`config.mk`:
```
export PLATFORM = sky130hd
export DESIGN_NAME = register_file_mp_flat
export DESIGN_NICKNAME = d
export VERILOG_FILES = /design/src/rtl/register_file_mp_if.sv /design/src/rtl/register_file_mp.sv /design/src/flat_wrapper.sv
export SDC_FILE = /design/constraint.sdc
export NUM_CORES = 2
export LEC_CHECK = 0
export CAP_MARGIN = 40
export CORE_MARGIN = 2
export CORE_UTILIZATION = 45
export DETAILED_ROUTE_END_ITERATION = 6
export PLACE_DENSITY = 0.61
export SYNTH_ARGS = -nofsm -noshare
export SYNTH_HDL_FRONTEND = slang
export SYNTH_SLANG_ARGS = --single-unit
```
`constraint.sdc`:
```
create_clock -name clk -period 2.7 [get_ports clk]
set_input_delay 0.27 -clock clk [delete_from_list [all_inputs] [get_ports clk]]
set_output_delay 0.27 -clock clk [all_outputs]
set_load 0.005 [all_outputs]
```
`src/rtl/register_file_mp_if.sv`:
```
// Bus bundle for the multi-port register file: read ports, write ports and
// the single destination-reservation port. The issue/writeback side uses
// the master modport, the register file uses the slave modport.
interface register_file_mp_if #(
  parameter int REG_COUNT = 32,
  parameter int REG_W     = 32,
  parameter int REG_IDX_W = $clog2(REG_COUNT),
  parameter int NUM_RD    = 2,
  parameter int NUM_WR    = 1
);

  logic [NUM_RD-1:0]           rd_en;
  logic [NUM_RD*REG_IDX_W-1:0] rd_reg;
  logic [NUM_RD*REG_W-1:0]     rd_data;
  logic [NUM_RD-1:0]           rd_busy;

  logic [NUM_WR-1:0]           wr_en;
  logic [NUM_WR*REG_IDX_W-1:0] wr_reg;
  logic [NUM_WR*REG_W-1:0]     wr_data;

  logic                        rsv_en;
  logic [REG_IDX_W-1:0]        rsv_reg;

  modport master (
    output rd_en, rd_reg, wr_en, wr_reg, wr_data, rsv_en, rsv_reg,
    input  rd_data, rd_busy
  );

  modport slave (
    input  rd_en, rd_reg, wr_en, wr_reg, wr_data, rsv_en, rsv_reg,
    output rd_data, rd_busy
  );

endinterface

```
`src/rtl/register_file_mp.sv`:
```
// Multi-port register file with a per-register busy scoreboard.
// Reads are registered (latency 1) and observe the post-edge state of the
// register, so a write or reservation landing on the same edge is visible
// in the data/busy captured by that edge. Among simultaneous writes to one
// register the highest-index write port wins; a reservation to a register
// beats a write to it on the same edge (newer producer issuing while an
// older one retires). Indices >= REG_COUNT never match a register, so they
// read as zero/not-busy and their writes/reservations fall away.
module register_file_mp #(
  parameter int REG_COUNT = 32,
  parameter int REG_W     = 32,
  parameter int REG_IDX_W = $clog2(REG_COUNT),
  parameter int NUM_RD    = 2,
  parameter int NUM_WR    = 1,
  parameter bit ZERO_REG  = 1'b1
) (
  input  logic               clk,
  input  logic               aresetn,
  register_file_mp_if.slave  bus
);

  logic [REG_W-1:0]        regs_q [REG_COUNT];
  logic [REG_COUNT-1:0]    busy_q;

  logic [REG_W-1:0]        regs_d [REG_COUNT];
  logic [REG_COUNT-1:0]    busy_d;

  logic [NUM_RD*REG_W-1:0] rd_data_q;
  logic [NUM_RD-1:0]       rd_busy_q;
  logic [NUM_RD*REG_W-1:0] rd_data_d;
  logic [NUM_RD-1:0]       rd_busy_d;

  // Next register/busy state: writes in ascending port order (last one wins),
  // then reservation sets busy, then the zero register is forced clean.
  always_comb begin
    for (int r = 0; r < REG_COUNT; r++) begin
      regs_d[r] = regs_q[r];
      busy_d[r] = busy_q[r];
      for (int w = 0; w < NUM_WR; w++) begin
        if (bus.wr_en[w] && (bus.wr_reg[w*REG_IDX_W +: REG_IDX_W] == REG_IDX_W'(r))) begin
          regs_d[r] = bus.wr_data[w*REG_W +: REG_W];
          busy_d[r] = 1'b0;
        end
      end
      if (bus.rsv_en && (bus.rsv_reg == REG_IDX_W'(r))) begin
        busy_d[r] = 1'b1;
      end
      if (ZERO_REG && (r == 0)) begin
        regs_d[r] = '0;
        busy_d[r] = 1'b0;
      end
    end
  end

  // Read muxes select from the post-edge state, giving same-edge bypass;
  // an index that matches no register leaves the zero default in place.
  always_comb begin
    rd_data_d = '0;
    rd_busy_d = '0;
    for (int p = 0; p < NUM_RD; p++) begin
      for (int r = 0; r < REG_COUNT; r++) begin
        if (bus.rd_reg[p*REG_IDX_W +: REG_IDX_W] == REG_IDX_W'(r)) begin
          rd_data_d[p*REG_W +: REG_W] = regs_d[r];
          rd_busy_d[p]                = busy_d[r];
        end
      end
    end
  end

  // State and read-port registers; read ports only load when enabled.
  always_ff @(posedge clk or negedge aresetn) begin
    if (!aresetn) begin
      for (int r = 0; r < REG_COUNT; r++) begin
        regs_q[r] <= '0;
      end
      busy_q    <= '0;
      rd_data_q <= '0;
      rd_busy_q <= '0;
    end else begin
      for (int r = 0; r < REG_COUNT; r++) begin
        regs_q[r] <= regs_d[r];
      end
      busy_q <= busy_d;
      for (int p = 0; p < NUM_RD; p++) begin
        if (bus.rd_en[p]) begin
          rd_data_q[p*REG_W +: REG_W] <= rd_data_d[p*REG_W +: REG_W];
          rd_busy_q[p]                <= rd_busy_d[p];
        end
      end
    end
  end

  assign bus.rd_data = rd_data_q;
  assign bus.rd_busy = rd_busy_q;

endmodule
```
`src/flat_wrapper.sv`:
```
// flat-port wrapper written by rule: the top's interface ports become plain ports
module register_file_mp_flat 
#(
  parameter int REG_COUNT = 32,
  parameter int REG_W     = 32,
  parameter int REG_IDX_W = $clog2(REG_COUNT),
  parameter int NUM_RD    = 2,
  parameter int NUM_WR    = 1,
  parameter bit ZERO_REG  = 1'b1
)
  (clk, aresetn, bus_rd_en, bus_rd_reg, bus_wr_en, bus_wr_reg, bus_wr_data, bus_rsv_en, bus_rsv_reg, bus_rd_data, bus_rd_busy);
  register_file_mp_if #(.REG_COUNT(REG_COUNT), .REG_W(REG_W), .REG_IDX_W(REG_IDX_W), .NUM_RD(NUM_RD), .NUM_WR(NUM_WR)) bus_i ();
  input  logic clk;
  input  logic aresetn;
  input wire logic [$bits(bus_i.rd_en)-1:0] bus_rd_en;
  input wire logic [$bits(bus_i.rd_reg)-1:0] bus_rd_reg;
  input wire logic [$bits(bus_i.wr_en)-1:0] bus_wr_en;
  input wire logic [$bits(bus_i.wr_reg)-1:0] bus_wr_reg;
  input wire logic [$bits(bus_i.wr_data)-1:0] bus_wr_data;
  input wire logic [$bits(bus_i.rsv_en)-1:0] bus_rsv_en;
  input wire logic [$bits(bus_i.rsv_reg)-1:0] bus_rsv_reg;
  output wire logic [$bits(bus_i.rd_data)-1:0] bus_rd_data;
  output wire logic [$bits(bus_i.rd_busy)-1:0] bus_rd_busy;
  assign bus_i.rd_en = bus_rd_en;
  assign bus_i.rd_reg = bus_rd_reg;
  assign bus_i.wr_en = bus_wr_en;
  assign bus_i.wr_reg = bus_wr_reg;
  assign bus_i.wr_data = bus_wr_data;
  assign bus_i.rsv_en = bus_rsv_en;
  assign bus_i.rsv_reg = bus_rsv_reg;
  assign bus_rd_data = bus_i.rd_data;
  assign bus_rd_busy = bus_i.rd_busy;
  register_file_mp #(.REG_COUNT(REG_COUNT), .REG_W(REG_W), .REG_IDX_W(REG_IDX_W), .NUM_RD(NUM_RD), .NUM_WR(NUM_WR), .ZERO_REG(ZERO_REG)) u_core (.clk(clk), .aresetn(aresetn), .bus(bus_i));
endmodule
```
==> results by group <==
Synthesis
  – Async set-reset flop share out of synthesis: 1.00
  – Mapped Avg Cell Area: 9.59 sq um
  – Yosys warnings: 0
  – Synth Cell Area: between 0.05 and 0.06 sq mm
  – Ranking of synthesized cells by area: dfrtp_1 (47%), mux2i_1 (9.9%), mux2_2 (5.8%), inv_1 (3.9%), nand2_1 (3.5%)
  – Number of synthesized register bits: ~1.1k
  – Top-area cell type share of the netlist area: 0.471
  – Synth cell types: between 80 and 90
  – Mapped Cells: between 6k and 7k
  – Most used DFF post-synth: dfrtp_1
  – Sequential area share after synthesis: 0.471
  – Post-synth top cells: dfrtp_1 (1089), inv_1 (594), mux2i_1 (573)
  – Mapped Nets: roughly 6.1k
  – Largest area contributor in the netlist: dfrtp_1
  – Number of synthesized flops with an enable pin: 0
  – Top-count cell post-synth: dfrtp_1

Global routing
  – Grt ovf: 0
  – Largest net degree at the start of global routing: between 80 and 90
  – Initial antenna violation count: 20
  – Overall Global Routing Usage: 0.527
  – First-pass GRT wire length: 488 mm
  – Vias in the first global route: ~63k

STA
  – Final setup vio count: 15
  – Actual slew at the worst max-slew pin: 0.811 ns
  – Slew Limit Fails: 0
  – RSZ-0062 raised after global routing: true
  – Setup slack after layout: -0.117 ns
  – Final Cycle Share: 1.04
  – Endpoints failing hold: 0
  – Slew HR: 0.459
  – Final Critical Period: between 2 and 3 ns
  – F_max: 0.355 GHz
  – Final Skew: approximately 0.038 ns

Critical path
  – Buf/Inv on CP: 5
  – Critical Path RT: ~3.4 ns
  – Highest-delay cell along the critical path: or3b_2
  – Worst Path Arrival: 3.53 ns
  – CP delay by family, top: compound AO/OA/AOI/OAI gates
  – Critical Setup Path Class: primary input to flip-flop
  – Worst-path cell chain: clkdlybuf4s50_1 -> buf_6 -> or3b_2 -> nor2_1 -> buf_12 -> buf_4 -> a221o_1 -> a2111oi_4 -> buf_4 -> a21oi_1 -> o31a_1 -> a2bb2oi_1
  – Critical path launch point type: primary input
  – Worst path max stage delay: roughly 0.53 ns
  – Endpoint class of the critical path: flip-flop
  – Most numerous cell on the critical path: buf_4
  – Crit Path Max Fanout: 8

Floorplan
  – Chip Width: 362 um
  – Starting Density: 0.454
  – Core area: around 0.13 sq mm
  – Std-Cell Rows: between 100 and 150
  – Die ar.: about 0.13 sq mm
  – Die Y: about 360 um
  – # IOs: between 100 and 150

Clock tree
  – CTS root buf: clkbuf_16
  – CTS Buf Count: 133
  – H-tree depth: 4
  – Clk sink count: ~1.1k
  – Clock Tree Buf Depth: 3
  – Clk slew on worst S/H paths: ~0.060 ns
  – CTS tree: yes
  – Worst skew pair latency: roughly 0.82 ns

Place
  – IO buf count: between 100 and 150
  – GPL Wtd Cong: approximately 1.1
  – Placed cell area: around 0.079 sq mm
  – HPWL Detailed: 268 mm

Routing
  – Iteration-0 DRC Markers: between 10k and 15k
  – Via count: between 60k and 70k
  – First-pass detailed-route iteration total: 7
  – DRC Markers: 36
  – Metal-1 WL: around 130 mm
  – Post-DR vias/cell: 6.53
  – Post-DR wirelength/cell: approximately 35 um
  – Final ANT Viol Nets: 0
  – Max layer used: met5
  – WL met3: 46.8 mm
  – Metal2 WL: approximately 140 mm
  – Drt total wl: 354 mm

Pwr
  – Max IR drop VDD: between 0.7 and 0.8 mV
  – Post-route total power: 0.0550 W
  – Power Density: about 640 mW/mm^2
  – P_leak: around 44 nW

Worst hold path
  – Type of the worst min-delay path: primary input to flip-flop

Status
  – Violated checks: design-rule violations, negative setup slack
  – Outcome: finished with violations

Layout
  – Share of cells above drive strength 1: 0.391
  – Area growth syn-to-layout: 48.7%
  – Nets: a little over 8k
  – Final Cell Area: roughly 0.086 sq mm

Flow run
  – Total of max-cap violations: 0
[layout by cell type, fill, tap and decap left out, types with 136 or more instances in the layout]
cell,netlist,layout
o22ai_1,298,289
o21ai_0,342,292
buf_4,11,2207
clkbuf_16,0,136
mux2i_1,573,540
buf_12,0,185
mux2_2,299,297
inv_1,594,590
dfrtp_1,1089,1089
nor2_1,282,241
a21oi_1,381,361
nand2_1,545,515
[path summary, 6_finish.rpt]
kind / end / cells past startpoint / slack, ns / from
hold reg to reg: u_core.regs_q[446] / 2 / 0.49 / u_core.regs_q[446]
hold / removal: u_core.regs_q[967] / 2 / 0.07 / bus_wr_data[7]
setup reg to reg: u_core.bus.rd_data[7] / 8 / 0.14 / u_core.regs_q[935]
max in group asynchronous: u_core.bus.rd_data[21] / 5 / 0.98 / aresetn
setup / recovery: u_core.bus.rd_data[50] / 12 / -0.12 / bus_rd_reg[7]
min in group asynchronous: u_core.regs_q[951] / 3 / 0.56 / aresetn
[logic make-up after synthesis]
family          Yosys count  synth area share
buf+inv                1103            0.0742
simple gates           1160            0.0887
xor+xnor                  2          0.000303
mux                     877             0.159
compound gates         1799             0.206
flops                  1089             0.471
[cell type report]
class | count | area (sq um)
Tap cell | 1662 | 2080
Timing Repair Buffer | 2561 | 22000
Fill cell | 10300 | 41500
Multi-Input combinational cell | 3838 | 27900
Inverter | 596 | 2240
Sequential cell | 1089 | 27300
Clock buffer | 197 | 3910
Clock inverter | 39 | 578
Antenna cell | 16 | 40.0
[power breakdown]
| group | leakage (nW) | total, W | internal (W) | switching, W |
|---|---|---|---|---|
| clock | 2.21 | 0.0189 | 0.0112 | 0.00776 |
| combinational | 28.4 | 0.0155 | 0.00714 | 0.00838 |
| sequential | 13.9 | 0.0205 | 0.0194 | 0.00111 |
[per-layer routing]
metal,GRT usage,vias up
met3,0.166,1735
met2,0.747,5658
li1,-,26200
met1,0.658,31700
met5,0,-
met4,0.432,14
[state kept, by name (all words and copies together), names as in the netlist]
register            count
u_core.bus.rd_busy      2
u_core.bus.rd_data     64
u_core.busy_q          31
u_core.regs_q         992
[through the flow]
| step | hold slack (ns) | utilization | instances | setup TNS (ns) | setup WS [ns] |
|---|---|---|---|---|---|
| 6_report | 0.0736 | 0.674 | 9998 | -0.367 | -0.117 |
| 5_1_grt | 0.0535 | 0.674 | 9983 | -0.111 | -0.0386 |
| 3_3_place_gp | 0.214 | 0.621 | 9674 | -95.40 | -1.69 |
| 2_1_floorplan | -0.0256 | - | 6030 | -0.0335 | -0.0335 |
| 3_5_place_dp | 0.215 | 0.622 | 9677 | -99.58 | -1.79 |
| 4_1_cts | 0.0379 | 0.665 | 9952 | -0.121 | -0.0618 |
[timing repair]
item,4_1_cts,5_1_grt
setup buffers,36,28
gates resized for setup,216,228
hold endpoints to repair,530,0
pin swaps,45,63
setup endpoints to repair,66,65
cloned,0,1
hold buffers,4,0
Power figures use the tool's default switching activity.
